$ cat src/rtl/ladowanie_danych_pkg.sv
// ladowanie_pkg: loader FSM states, block size limits and header field widths
package ladowanie_pkg;
    typedef enum logic [2:0] {
        IDLE, WSP_HDR, WSP_DATA, PROB_HDR, PROB_DATA, START_FIR, WAIT_DONE, ERR
    } stan_t;
    localparam int WSP_MAX = 32;
    localparam int PROB_MAX = 8192;
    localparam int WSP_HDR_W = 6;
    localparam int PROB_HDR_W = 14;
endpackage

$ cat src/rtl/ladowanie_danych_if.sv
// ladowanie_danych_if: valid/ready host word stream feeding the loader
interface ladowanie_danych_if #(parameter int DATA_WIDTH = 16);
    logic                  in_valid;
    logic                  in_ready;
    logic [DATA_WIDTH-1:0] in_data;
    modport master (output in_valid, output in_data, input in_ready);
    modport slave (input in_valid, input in_data, output in_ready);
endinterface

$ cat src/rtl/ladowanie_danych_licznik_adresu.sv
// licznik_adresu: RAM write address counter with clear, enable and terminal-count flag
module licznik_adresu #(
    parameter int W = 13
) (
    input  logic         clk,
    input  logic         rst,
    input  logic         clr,
    input  logic         en,
    input  logic [W-1:0] lim,
    output logic [W-1:0] adr,
    output logic         last
);
    logic [W-1:0] adr_d, adr_q;
    // holds at the terminal count so a full 2^W block never rolls over
    always_comb adr_d = clr ? '0 : (en && !last) ? adr_q + W'(1) : adr_q;
    always_ff @(posedge clk) begin
        if (rst) adr_q <= '0;
        else adr_q <= adr_d;
    end
    assign adr = adr_q;
    assign last = adr_q == lim;
endmodule

$ cat src/rtl/ladowanie_danych.sv
// ladowanie_danych: loads FIR coefficients and samples from a host stream, then starts the FIR
module ladowanie_danych
    import ladowanie_pkg::*;
#(
    parameter int DATA_WIDTH  = 16,
    parameter int WSP_ADDR_W  = 5,
    parameter int PROB_ADDR_W = 13
) (
    input  logic                   clk,
    input  logic                   rst,
    ladowanie_danych_if.slave      bus,
    output logic                   wsp_wr,
    output logic [WSP_ADDR_W-1:0]  wsp_adres,
    output logic [DATA_WIDTH-1:0]  wsp_dane,
    output logic                   probki_wr,
    output logic [PROB_ADDR_W-1:0] probki_adres,
    output logic [DATA_WIDTH-1:0]  probki_dane,
    output logic [WSP_HDR_W-1:0]   wsp,
    output logic [PROB_HDR_W-1:0]  ile_probek,
    output logic                   START,
    input  logic                   DONE,
    output logic                   zajety,
    output logic                   blad,
    input  logic                   blad_kasuj
);
    stan_t st_d, st_q;
    logic acc, clr, en, last, n_ok, m_ok;
    logic [PROB_ADDR_W-1:0] adr, lim;
    logic [WSP_HDR_W-1:0] n, wsp_d, wsp_q;
    logic [PROB_HDR_W-1:0] m, ile_d, ile_q;
    logic wsp_wr_d, wsp_wr_q, probki_wr_d, probki_wr_q;
    logic [WSP_ADDR_W-1:0] wsp_adres_d, wsp_adres_q;
    logic [PROB_ADDR_W-1:0] probki_adres_d, probki_adres_q;
    logic [DATA_WIDTH-1:0] wsp_dane_d, wsp_dane_q, probki_dane_d, probki_dane_q;

    assign bus.in_ready = st_q inside {WSP_HDR, WSP_DATA, PROB_HDR, PROB_DATA};
    assign acc = bus.in_valid && bus.in_ready;
    assign n = bus.in_data[WSP_HDR_W-1:0];
    assign m = bus.in_data[PROB_HDR_W-1:0];
    assign n_ok = n != '0 && int'(n) <= WSP_MAX;
    assign m_ok = m != '0 && int'(m) <= PROB_MAX;
    assign lim = st_q == WSP_DATA ? PROB_ADDR_W'(wsp_q) - PROB_ADDR_W'(1)
                                  : PROB_ADDR_W'(ile_q - PROB_HDR_W'(1));

    licznik_adresu #(.W(PROB_ADDR_W)) u_licznik (
        .clk(clk), .rst(rst), .clr(clr), .en(en), .lim(lim), .adr(adr), .last(last)
    );

    always_comb begin
        st_d = st_q;
        clr = 1'b0;
        en = 1'b0;
        wsp_d = wsp_q;
        ile_d = ile_q;
        wsp_wr_d = 1'b0;
        probki_wr_d = 1'b0;
        wsp_adres_d = wsp_adres_q;
        wsp_dane_d = wsp_dane_q;
        probki_adres_d = probki_adres_q;
        probki_dane_d = probki_dane_q;
        case (st_q)
            IDLE: st_d = bus.in_valid ? WSP_HDR : IDLE;
            WSP_HDR: if (acc) begin
                st_d = n_ok ? WSP_DATA : ERR;
                wsp_d = n_ok ? n : wsp_q;
                clr = 1'b1;
            end
            WSP_DATA: if (acc) begin
                en = 1'b1;
                wsp_wr_d = 1'b1;
                wsp_adres_d = WSP_ADDR_W'(adr);
                wsp_dane_d = bus.in_data;
                st_d = last ? PROB_HDR : WSP_DATA;
            end
            PROB_HDR: if (acc) begin
                st_d = m_ok ? PROB_DATA : ERR;
                ile_d = m_ok ? m : ile_q;
                clr = 1'b1;
            end
            PROB_DATA: if (acc) begin
                en = 1'b1;
                probki_wr_d = 1'b1;
                probki_adres_d = adr;
                probki_dane_d = bus.in_data;
                st_d = last ? START_FIR : PROB_DATA;
            end
            START_FIR: st_d = WAIT_DONE;
            WAIT_DONE: st_d = DONE ? IDLE : WAIT_DONE;
            ERR: st_d = blad_kasuj ? IDLE : ERR;
            default: st_d = IDLE;
        endcase
    end

    always_ff @(posedge clk) begin
        if (rst) begin
            st_q <= IDLE;
            wsp_q <= '0;
            ile_q <= '0;
            wsp_wr_q <= 1'b0;
            probki_wr_q <= 1'b0;
            wsp_adres_q <= '0;
            wsp_dane_q <= '0;
            probki_adres_q <= '0;
            probki_dane_q <= '0;
        end else begin
            st_q <= st_d;
            wsp_q <= wsp_d;
            ile_q <= ile_d;
            wsp_wr_q <= wsp_wr_d;
            probki_wr_q <= probki_wr_d;
            wsp_adres_q <= wsp_adres_d;
            wsp_dane_q <= wsp_dane_d;
            probki_adres_q <= probki_adres_d;
            probki_dane_q <= probki_dane_d;
        end
    end

    assign wsp = wsp_q;
    assign ile_probek = ile_q;
    assign wsp_wr = wsp_wr_q;
    assign wsp_adres = wsp_adres_q;
    assign wsp_dane = wsp_dane_q;
    assign probki_wr = probki_wr_q;
    assign probki_adres = probki_adres_q;
    assign probki_dane = probki_dane_q;
    assign START = st_q == START_FIR;
    assign zajety = st_q != IDLE && st_q != ERR;
    assign blad = st_q == ERR;
endmodule

$ cat src/flat_wrapper.sv
// flat-port wrapper written by rule: the top's interface ports become plain ports
module ladowanie_danych_flat import ladowanie_pkg::*;
#(
    parameter int DATA_WIDTH  = 16,
    parameter int WSP_ADDR_W  = 5,
    parameter int PROB_ADDR_W = 13
)
  (clk, rst, wsp_wr, wsp_adres, wsp_dane, probki_wr, probki_adres, probki_dane, wsp, ile_probek, START, DONE, zajety, blad, blad_kasuj, bus_in_valid, bus_in_data, bus_in_ready);
  ladowanie_danych_if #(.DATA_WIDTH(DATA_WIDTH)) bus_i ();
  input  logic clk;
  input  logic rst;
  output logic wsp_wr;
  output logic [WSP_ADDR_W-1:0] wsp_adres;
  output logic [DATA_WIDTH-1:0] wsp_dane;
  output logic probki_wr;
  output logic [PROB_ADDR_W-1:0] probki_adres;
  output logic [DATA_WIDTH-1:0] probki_dane;
  output logic [WSP_HDR_W-1:0] wsp;
  output logic [PROB_HDR_W-1:0] ile_probek;
  output logic START;
  input  logic DONE;
  output logic zajety;
  output logic blad;
  input  logic blad_kasuj;
  input wire logic [$bits(bus_i.in_valid)-1:0] bus_in_valid;
  input wire logic [$bits(bus_i.in_data)-1:0] bus_in_data;
  output wire logic [$bits(bus_i.in_ready)-1:0] bus_in_ready;
  assign bus_i.in_valid = bus_in_valid;
  assign bus_i.in_data = bus_in_data;
  assign bus_in_ready = bus_i.in_ready;
  ladowanie_danych #(.DATA_WIDTH(DATA_WIDTH), .WSP_ADDR_W(WSP_ADDR_W), .PROB_ADDR_W(PROB_ADDR_W)) u_core (.clk(clk), .rst(rst), .bus(bus_i), .wsp_wr(wsp_wr), .wsp_adres(wsp_adres), .wsp_dane(wsp_dane), .probki_wr(probki_wr), .probki_adres(probki_adres), .probki_dane(probki_dane), .wsp(wsp), .ile_probek(ile_probek), .START(START), .DONE(DONE), .zajety(zajety), .blad(blad), .blad_kasuj(blad_kasuj));
endmodule
$ cat config.mk
export PLATFORM = sky130hd
export DESIGN_NAME = ladowanie_danych_flat
export DESIGN_NICKNAME = d
export VERILOG_FILES = /design/src/rtl/ladowanie_danych_pkg.sv /design/src/rtl/ladowanie_danych_if.sv /design/src/rtl/ladowanie_danych_licznik_adresu.sv /design/src/rtl/ladowanie_danych.sv /design/src/flat_wrapper.sv
export SDC_FILE = /design/constraint.sdc
export NUM_CORES = 1
export LEC_CHECK = 0
export BUFFER_PORTS_ARGS = -buffer_cell sky130_fd_sc_hd__buf_2
export CAP_MARGIN = 20
export CORE_UTILIZATION = 35
export CTS_CLUSTER_SIZE = 14
export DETAILED_ROUTE_END_ITERATION = 6
export GPL_TIMING_DRIVEN = 0
export PLACE_DENSITY_LB_ADDON = 0.08
export REMOVE_ABC_BUFFERS = 1
export SYNTH_ARGS = -nofsm -noshare
export SYNTH_HDL_FRONTEND = slang
export SYNTH_SLANG_ARGS = --single-unit
$ cat constraint.sdc
create_clock -name clk -period 8.55 [get_ports clk]
set_clock_uncertainty 0.05 [all_clocks]
set_input_delay 0.4275 -clock clk [delete_from_list [all_inputs] [get_ports clk]]
set_output_delay 0.4275 -clock clk [all_outputs]
set_load 0.1 [all_outputs]
==> results.json, run 1 <==
{
  "ios": 97,
  "clkLatencyLatePin_ns": 0.33,
  "dieArea_um2": 12970,
  "preCtsSetupSlack_ns": 4.856,
  "r2r_cells": 8,
  "syn_area_per_cell_um2": 7.879,
  "maxSlewHeadroom": 0.2782,
  "drt_pass1_iterations": 5,
  "vias_per_cell": 5.357,
  "drt_iter0_drc": 287,
  "diodes": 0,
  "root_buffer": "clkbuf_16",
  "area_growth_syn_to_layout_pct": 19.88,
  "multi_input_area_um2": 2409,
  "ant_nets": 0,
  "drive_gt1_frac": 0.1959,
  "cts_sinks": 88,
  "r2r_setup_slack_ns": 4.70,
  "drv_cap": 0,
  "crit_type": "reg -> reg",
  "die_w_um": 113.9,
  "fin_util": 0.4336,
  "clk_path_buf_depth": 2,
  "gr-total-overflow": 0,
  "synth_cell_types": 62,
  "core_area_um2": 12110,
  "hp-start": "bus_in_data[15]",
  "worstPathRequired_ns": 8.70,
  "clk_pin_slew_ns": 0.07,
  "use_met1": 0.2675,
  "synth-seq-cells": 88,
  "setup.worst_path.end_class": "flop",
  "whs_ns": 0.2931,
  "rsz0062_at_grt": "false",
  "min_path_cells": 3,
  "post_cts_buffers": 0,
  "gp_congestion": 0.9185,
  "period_needed_ns": 3.852,
  "grt_util_met3": 0.05739,
  "r2r-start": "u_core.st_q[1]$_SDFFE_PP0P_",
  "hold_violations": 0,
  "grt_pass1_vias": 4012,
  "place_area_um2": 4954,
  "io_buffers": 96,
  "ys_seq_area_frac": 0.4022,
  "worstSetupStartpointType": "flop",
  "grt_pass1_wl_mm": 20.82,
  "drc": 0,
  "track_usage": 0.2057,
  "drv_slew": 0,
  "rr_endpoint": "u_core.st_q[0]$_SDFFE_PP0P_",
  "num_vias": 4264,
  "wl_mm": 12.87,
  "finalCritPeriodShare": 0.4505,
  "p_leak_uw": 0.002208,
  "fin_nets": 647,
  "place_hpwl_mm": 9.131,
  "setup_viol": 0,
  "synth_async_sr_flop_share": 0,
  "tns_ns": 0,
  "dieHeight_um": 113.9,
  "cts-htree-levels": 3,
  "synth_enable_flop_cells": 0,
  "stdcell_area_um2": 5251,
  "cp.arrival_ns": 4.00,
  "fmax_mhz": 259.6,
  "min_to": "u_core.wsp_dane[15]$_SDFFE_PP0P_",
  "fill_cells": 1291,
  "cts_hold_buf": 0,
  "tritoncts": "yes",
  "seq_area_um2": 1762,
  "finalWorstSetupSlack_ns": 4.698,
  "synth_area_um2": 4380,
  "powerDensity_nw_per_um2": 184.8,
  "rows": 40,
  "outcome": "completed",
  "routedWlPerCell_um": 16.16,
  "cts_made_buffers": 9,
  "busiest_layer": "met2",
  "cts_resized": 0,
  "use_met2": 0.3366,
  "start_util": 0.3617,
  "syn_inst": 556,
  "hold_path_class": "in -> reg",
  "synth_ff_type": "dfxtp_1",
  "ys.warnings.count": 0,
  "grt_max_degree": 46,
  "vdd_drop_max_v": 0.00009969,
  "worstMarginPinSlew_ns": 1.079,
  "antenna_found_initial": 0,
  "worstPathMaxFanout": 22
}
registers in the layout, indices dropped and copies added (netlist names):
name and flops:
u_core.st_q 3, u_core.wsp_dane 16, u_core.probki_adres 13, u_core.ile_probek 14, u_core.probki_dane 16, u_core.wsp_adres 5, u_core.wsp 6, u_core.u_licznik.adr 13
u_core.wsp_wr 1, u_core.probki_wr 1
layout make-up:
class,count,area share
Multi-Input combinational cell,417,0.4587
Sequential cell,88,0.3355
Clock buffer,12,0.04694
Inverter,8,0.005718
Tap cell,168,0.04003
Timing Repair Buffer,99,0.1034
Clock inverter,4,0.009769
cell usage in the layout, fill, tap and decap left out, drive strengths merged, types with 3 or more instances in the layout:
cell     instances
nand2          119
buf             99
dfxtp           88
a21oi           71
nor2            34
mux2i           22
nand3           17
o21ai           14
or4             13
xnor2           12
clkbuf          12
o31ai           11
inv              9
and3             8
or3              8
nor3             7
xor2             6
nor4             5
and4             5
nand2b           4
a211oi           4
a221oi           4
a2111oi          4
nor3b            4
nor2b            3
nand4            3
or2              3
ha               3
and2             3
synth_stat cells, types with 3 or more instances:
| master | n | area share |
|---|---|---|
| a2111oi_0 | 4 | 0.0080 |
| a211oi_1 | 4 | 0.0069 |
| a21oi_1 | 71 | 0.081 |
| a221oi_1 | 4 | 0.0080 |
| and3_1 | 8 | 0.011 |
| and4_1 | 4 | 0.0080 |
| buf_6 | 3 | 0.0077 |
| clkbuf_1 | 35 | 0.030 |
| dfxtp_1 | 88 | 0.40 |
| ha_1 | 3 | 0.0086 |
| inv_1 | 8 | 0.0069 |
| mux2i_1 | 22 | 0.050 |
| nand2_1 | 119 | 0.10 |
| nand2b_1 | 4 | 0.0057 |
| nand3_1 | 17 | 0.019 |
| nand4_1 | 3 | 0.0043 |
| nor2_1 | 34 | 0.029 |
| nor2b_1 | 3 | 0.0043 |
| nor3_1 | 7 | 0.0080 |
| nor3b_1 | 4 | 0.0069 |
| nor4_1 | 5 | 0.0071 |
| o21ai_0 | 13 | 0.015 |
| o31ai_1 | 11 | 0.019 |
| or2_2 | 3 | 0.0043 |
| or3_1 | 8 | 0.011 |
| or4_1 | 11 | 0.019 |
| xnor2_1 | 12 | 0.024 |
| xor2_1 | 6 | 0.012 |
logic make-up (layout without fill, tap and decap cells):
kind of cell / count (synthesis) / after routing / synth area share
buf+inv: 51 / 123 / 0.05027
simple gates: 243 / 243 / 0.2671
mux: 22 / 22 / 0.05027
xor+xnor: 18 / 18 / 0.03599
compound gates: 131 / 131 / 0.1857
fa+ha+maj: 3 / 3 / 0.008570
flops: 88 / 88 / 0.4022
through the flow:
step | instances | power, uW
2_1_floorplan | 513 | 540.1
3_3_place_gp | 777 | 578.5
3_5_place_dp | 780 | 583.1
4_1_cts | 796 | 984.0
5_1_grt | 796 | 1011
6_report | 796 | 970.5
critical path: stages (launching register included):
cell       delay (ns)
dfxtp_1          0.61
or3b_1           0.73
a21o_1           0.32
o32ai_1          0.32
nand2_1          0.10
a2111oi_0        0.57
and4_4           0.51
o21ai_1          0.09
a2111oi_0        0.40
per-layer routing:
metal  vias up  part of all wire
met2       122              0.47
met4         0            0.0092
met1      2024              0.46
li1       2105                 -
met5         -                 0
met3        13             0.060
where the power goes:
group	internal, uW	switching [uW]	leakage [uW]
logic	33.2	113	0.00135
clock network	235	161	0.000143
registers	417	10.3	0.000710
total	686	285	0.00221
worst max-delay path by stage:
stage | to | depth (start not counted) | from | slack (ns)
after global routing | u_core.st_q[0]$_SDFFE_PP0P_ | 8 | u_core.st_q[2]$_SDFFE_PP0P_ | 4.44
final | u_core.st_q[0]$_SDFFE_PP0P_ | 8 | u_core.st_q[1]$_SDFFE_PP0P_ | 4.70
after detailed placement | u_core.st_q[0]$_SDFFE_PP0P_ | 8 | u_core.st_q[2]$_SDFFE_PP0P_ | 4.86
after CTS | u_core.st_q[0]$_SDFFE_PP0P_ | 8 | u_core.st_q[2]$_SDFFE_PP0P_ | 4.84
after global placement | u_core.u_licznik.adr[6]$_SDFFE_PP0P_ | 5 | u_core.st_q[1]$_SDFFE_PP0P_ | 3.88
after floorplan | u_core.st_q[0]$_SDFFE_PP0P_ | 8 | u_core.ile_probek[5]$_SDFFE_PP0P_ | 5.07
Power figures use the tool's default switching activity.
==> inputs of run 2 (changes only) <==
- ABC_AREA: unset -> 1
- clock period: 8.55 -> 3.5 ns (I/O delays scaled with it)
==> run 2 against run 1 <==
Against the previous run: clock-buffer cell count down 1; final cell count up 16%; setup slack worse by 4.3 ns; sequential share of layout area down 0.46 points; first-iteration DRC count down 18%; die area up 0.19%; worst hold slack worse by 0.28 ns; design area up 1.4%; largest power group unchanged.
==> results.json, run 2 <==
{
  "hold_violations": 0,
  "drv_slew": 0,
  "slowest_stage": "nor2_2",
  "cts_sinks": 88,
  "ant_nets": 0,
  "synth_area_um2": 4389,
  "vias_per_cell": 4.900,
  "gr-total-overflow": 0,
  "cts-htree-levels": 3,
  "p_leak_uw": 0.002469,
  "cts_hold_buf": 0,
  "clkLatencyLatePin_ns": 0.35,
  "worstMarginPinSlew_ns": 0.8442,
  "syn_inst": 667,
  "r2r-start": "u_core.st_q[2]$_SDFFE_PP0P_",
  "whs_ns": 0.01662,
  "clk_path_buf_depth": 2,
  "synth_enable_flop_cells": 0,
  "rsz0062_at_grt": "false",
  "cts_resized": 0,
  "ys.warnings.count": 0,
  "hp-start": "bus_in_data[14]",
  "routedWlPerCell_um": 14.49,
  "slowest_delay_ns": 0.67,
  "powerDensity_nw_per_um2": 561.9,
  "dp.cells": 905,
  "crit_type": "reg -> reg",
  "core_area_um2": 12110,
  "final_cell_mix": "nand2_1 (170), buf_2 (96), dfxtp_1 (88), nand3_1 (86), nor2_1 (72)",
  "setup_viol": 0,
  "drive_gt1_frac": 0.1700,
  "synth_most_common_cell": "nand2_1",
  "die_w_um": 114.0,
  "antenna_found_initial": 0,
  "drv_cap": 0,
  "worst_path_most_repeated_cell": "nand2_1",
  "post_cts_buffers": 0,
  "num_vias": 4513,
  "synth_top_area_cell": "dfxtp_1",
  "grt_pass1_vias": 4300,
  "synth_cell_types": 29,
  "stdcell_area_um2": 5324,
  "drc": 0,
  "dieArea_um2": 12990,
  "vdd_drop_max_v": 0.0002234,
  "rows": 40,
  "fmax_mhz": 323.0,
  "ios": 97,
  "gp_congestion": 0.8438,
  "area_growth_syn_to_layout_pct": 21.29,
  "netlist_top_cells_count": "nand2_1 (170), dfxtp_1 (88), nand3_1 (86), nor2_1 (73), a21oi_1 (70)",
  "period_needed_ns": 3.096,
  "ys_seq_area_frac": 0.4014,
  "synth_area_leaders": "dfxtp_1 (40%), nand2_1 (15%), nand3_1 (9.8%)",
  "diodes": 0,
  "synth_ff_type": "dfxtp_1",
  "final_common_cell": "nand2_1",
  "synth-seq-cells": 88,
  "syn_area_per_cell_um2": 6.581,
  "drt_pass1_iterations": 5,
  "start_util": 0.3624,
  "cp.arrival_ns": 3.26,
  "dieHeight_um": 114.0,
  "synth_async_sr_flop_share": 0,
  "cts_made_buffers": 9,
  "tritoncts": "yes",
  "maxSlewHeadroom": 0.4356,
  "track_usage": 0.2198,
  "io_buffers": 96,
  "fin_util": 0.4396,
  "crit_chain": "inv_2, nor2_2, nand2_1, buf_16, nand2_1, nand2_2, nand2_1, a21oi_1",
  "outcome": "completed",
  "fin_nets": 772,
  "yosys.area.top_type_share": 0.4014,
  "drt_iter0_drc": 234,
  "root_buffer": "clkbuf_16",
  "worstPathRequired_ns": 3.66,
  "place_area_um2": 5035,
  "grt_max_degree": 35,
  "crit_path_start": "u_core.st_q[2]$_SDFFE_PP0P_",
  "setup.worst_path.end_class": "flop",
  "hold_path_class": "in -> reg",
  "worstPathMaxFanout": 24,
  "clk_pin_slew_ns": 0.06,
  "wl_mm": 13.35,
  "fin_cells": 921,
  "worstSetupStartpointType": "flop",
  "place_hpwl_mm": 9.848,
  "grt_pass1_wl_mm": 22.07,
  "finalCritPeriodShare": 0.8846
}
==> run 2: final timing paths <==
path	endpoint	slack (ns)	depth (start not counted)
min reg2reg	u_core.ile_probek[13]$_SDFFE_PP0P_	0.40	2
min	u_core.wsp_dane[14]$_SDFFE_PP0P_	0.02	3
max reg2reg	u_core.u_licznik.adr[6]$_SDFFE_PP0P_	0.40	8
max	u_core.u_licznik.adr[6]$_SDFFE_PP0P_	0.40	8
==> run 2: cells by family after synthesis <==
family,share of synthesized area
flops,0.4014
xor+xnor,0.02395
compound gates,0.1411
buf+inv,0.07839
simple gates,0.3466
fa+ha+maj,0.008553
==> run 2: worst max-delay path: cells and delay by family, from the launching register on <==
family	cells	cell delay (ns)
and+or+nand+nor	5	1.89
DFF	1	0.48
buffers and inverters	2	0.45
AOI/OAI and AO/OA	1	0.07
==> run 2: per-layer routing <==
layer	up-vias	part of all wire	GRT usage	wire, um
met5	-	0	0	0
met4	0	0.012	0.08398	160
met3	10	0.053	0.03613	712
met2	111	0.47	0.3685	6275
met1	2044	0.46	0.2825	6200
li1	2348	-	-	-
==> run 2: final cells by class <==
type                       count  area (um^2)
clock inverter                 5        56.30
inverter                      57        214.0
fill                        1339         6788
tap                          168        210.2
clock buffer                  11        232.7
multi-input combinational    493         2286
timing repair buffer          99        563.0
sequential                    88         1762
==> run 2: metrics by stage <==
step           setup TNS (ns)  power, uW  setup WS [ns]
2_1_floorplan               0       1833         0.1621
3_3_place_gp           -51.86       2021         -1.881
3_5_place_dp                0       2046         0.3300
4_1_cts                     0       3023         0.4097
5_1_grt                     0       3144         0.1430
6_report                    0       2991         0.4040
==> run 2: report_power, final <==
group	internal, uW	switching, uW	total (uW)
logic	178	745	923
clock network	554	415	969
registers	1060	43.9	1100
==> inputs of run 3 (changes only) <==
- ABC_AREA: 1 -> 0
==> run 3 against run 2 <==
Against the previous run: flip-flop and latch count is the same; setup slack lost 0.28 ns; maximum frequency shrank 8.3%; highest routed layer unchanged.
==> results.json, run 3 (synthesis results as in run 1) <==
{
  "outcome": "completed",
  "drt_iter0_drc": 295,
  "num_vias": 4308,
  "fin_util": 0.4387,
  "setup_viol": 0,
  "wl_mm": 13.04,
  "cp.arrival_ns": 3.58,
  "setup.worst_path.end_class": "flop",
  "period_needed_ns": 3.375,
  "finalWorstSetupSlack_ns": 0.1250,
  "fin_cells": 799,
  "dieArea_um2": 12970,
  "slowest_delay_ns": 0.63,
  "core_area_um2": 12110,
  "finalCritPeriodShare": 0.9643,
  "cts_sinks": 88,
  "hold_violations": 0,
  "clkLatencyLatePin_ns": 0.33,
  "vias_per_cell": 5.392,
  "root_buffer": "clkbuf_16",
  "tritoncts": "yes",
  "routedWlPerCell_um": 16.32,
  "powerDensity_nw_per_um2": 447.0,
  "maxSlewHeadroom": 0.3110,
  "track_usage": 0.2057,
  "worstMarginPinSlew_ns": 1.030,
  "gr-total-overflow": 0,
  "worstPathMaxFanout": 8,
  "hold_path_class": "in -> reg",
  "clk_pin_slew_ns": 0.07,
  "fill_cells": 1285,
  "dieHeight_um": 113.9,
  "crit_chain": "or4_4, or4_4, a221o_1, and3_1, and4_1, and4_4, buf_4, or4_1, a21oi_1",
  "fin_nets": 650,
  "final_common_cell": "nand2_1",
  "grt_pass1_wl_mm": 20.84,
  "clk_path_buf_depth": 2,
  "drc": 0,
  "final_cell_mix": "nand2_1 (118), buf_2 (96), dfxtp_1 (86), a21oi_1 (71), nor2_1 (34)",
  "cts-htree-levels": 3,
  "drv_slew": 0,
  "drive_gt1_frac": 0.2139,
  "ant_nets": 0,
  "power_uw": 2375,
  "worstPathRequired_ns": 3.71,
  "cts_made_buffers": 9,
  "grt_max_degree": 46,
  "grt_pass1_vias": 4013,
  "start_util": 0.3617,
  "drv_cap": 0,
  "preCtsSetupSlack_ns": -0.1937,
  "whs_ns": 0.04257,
  "diodes": 0,
  "area_growth_syn_to_layout_pct": 21.31,
  "slowest_stage": "or4_4",
  "ios": 97,
  "worstSetupStartpointType": "flop",
  "fmax_mhz": 296.3,
  "place_hpwl_mm": 9.131,
  "gp_congestion": 0.9185,
  "rows": 40,
  "io_buffers": 96,
  "vdd_drop_max_v": 0.0002434,
  "worst_path_most_repeated_cell": "or4_4",
  "antenna_found_initial": 0,
  "cts_hold_buf": 0,
  "drt_pass1_iterations": 5,
  "crit_type": "reg -> reg",
  "die_w_um": 113.9,
  "dp.cells": 780,
  "p_leak_uw": 0.002228
}
==> run 3: worst paths after layout <==
kind                                                           from  slack (ns)                                    to  cells past startpoint
worst max register to register    u_core.ile_probek[1]$_SDFFE_PP0P_        0.12  u_core.u_licznik.adr[6]$_SDFFE_PP0P_                      9
worst min-delay path                                bus_in_data[15]        0.04      u_core.wsp_dane[15]$_SDFFE_PP0P_                      3
worst max-delay path              u_core.ile_probek[1]$_SDFFE_PP0P_        0.12  u_core.u_licznik.adr[6]$_SDFFE_PP0P_                      9
worst min register to register  u_core.probki_adres[4]$_SDFFE_PP0P_        0.40   u_core.probki_adres[4]$_SDFFE_PP0P_                      2
==> run 3: what timing repair did <==
item,in CTS,in global routing
buffers inserted,0,2
pin swaps,0,2
gates resized for setup,4,8
cloned,0,1
endpoints found under the setup margin,4,3
==> run 3: report_power, final <==
part / switching, uW / internal [uW] / total [uW]
Clock: 394 / 575 / 969
Combinational: 278 / 82.9 / 361
Sequential: 25.8 / 1020 / 1050
Total: 698 / 1680 / 2380
==> run 3: cell type report <==
type	count	area, um^2	area share
clock inverters	4	51.30	0.009654
well taps	168	210.2	0.03956
multi-input cells	418	2454	0.4617
repair buffers	101	558.0	0.1050
flip-flops and latches	88	1764	0.3320
inverters	8	30.03	0.005651
clock buffers	12	246.5	0.04639
==> run 3: critical path, delay by kind of cell (launching register included) <==
family / cells / cell delay [ns]
flip-flops: 1 / 0.37
buffers and inverters: 1 / 0.15
AO/OA/AOI/OAI: 2 / 0.55
AND/OR/NAND/NOR: 6 / 2.18
==> run 3: per-layer routing <==
metal	vias to the layer above	GRT usage	wire length, um
met3	9	0.05739	758
met4	0	0.05195	97
met2	116	0.3354	6190
met1	2061	0.2685	5992
met5	-	0	0
li1	2122	-	-
==> run 3: stage by stage <==
stage | instance area [um^2] | setup TNS, ns
floorplan | 4190 | 0
global placement | 4881 | -18.82
detailed placement | 4954 | -0.4913
CTS | 5256 | 0
global route | 5314 | -0.001281
finish | 5314 | 0
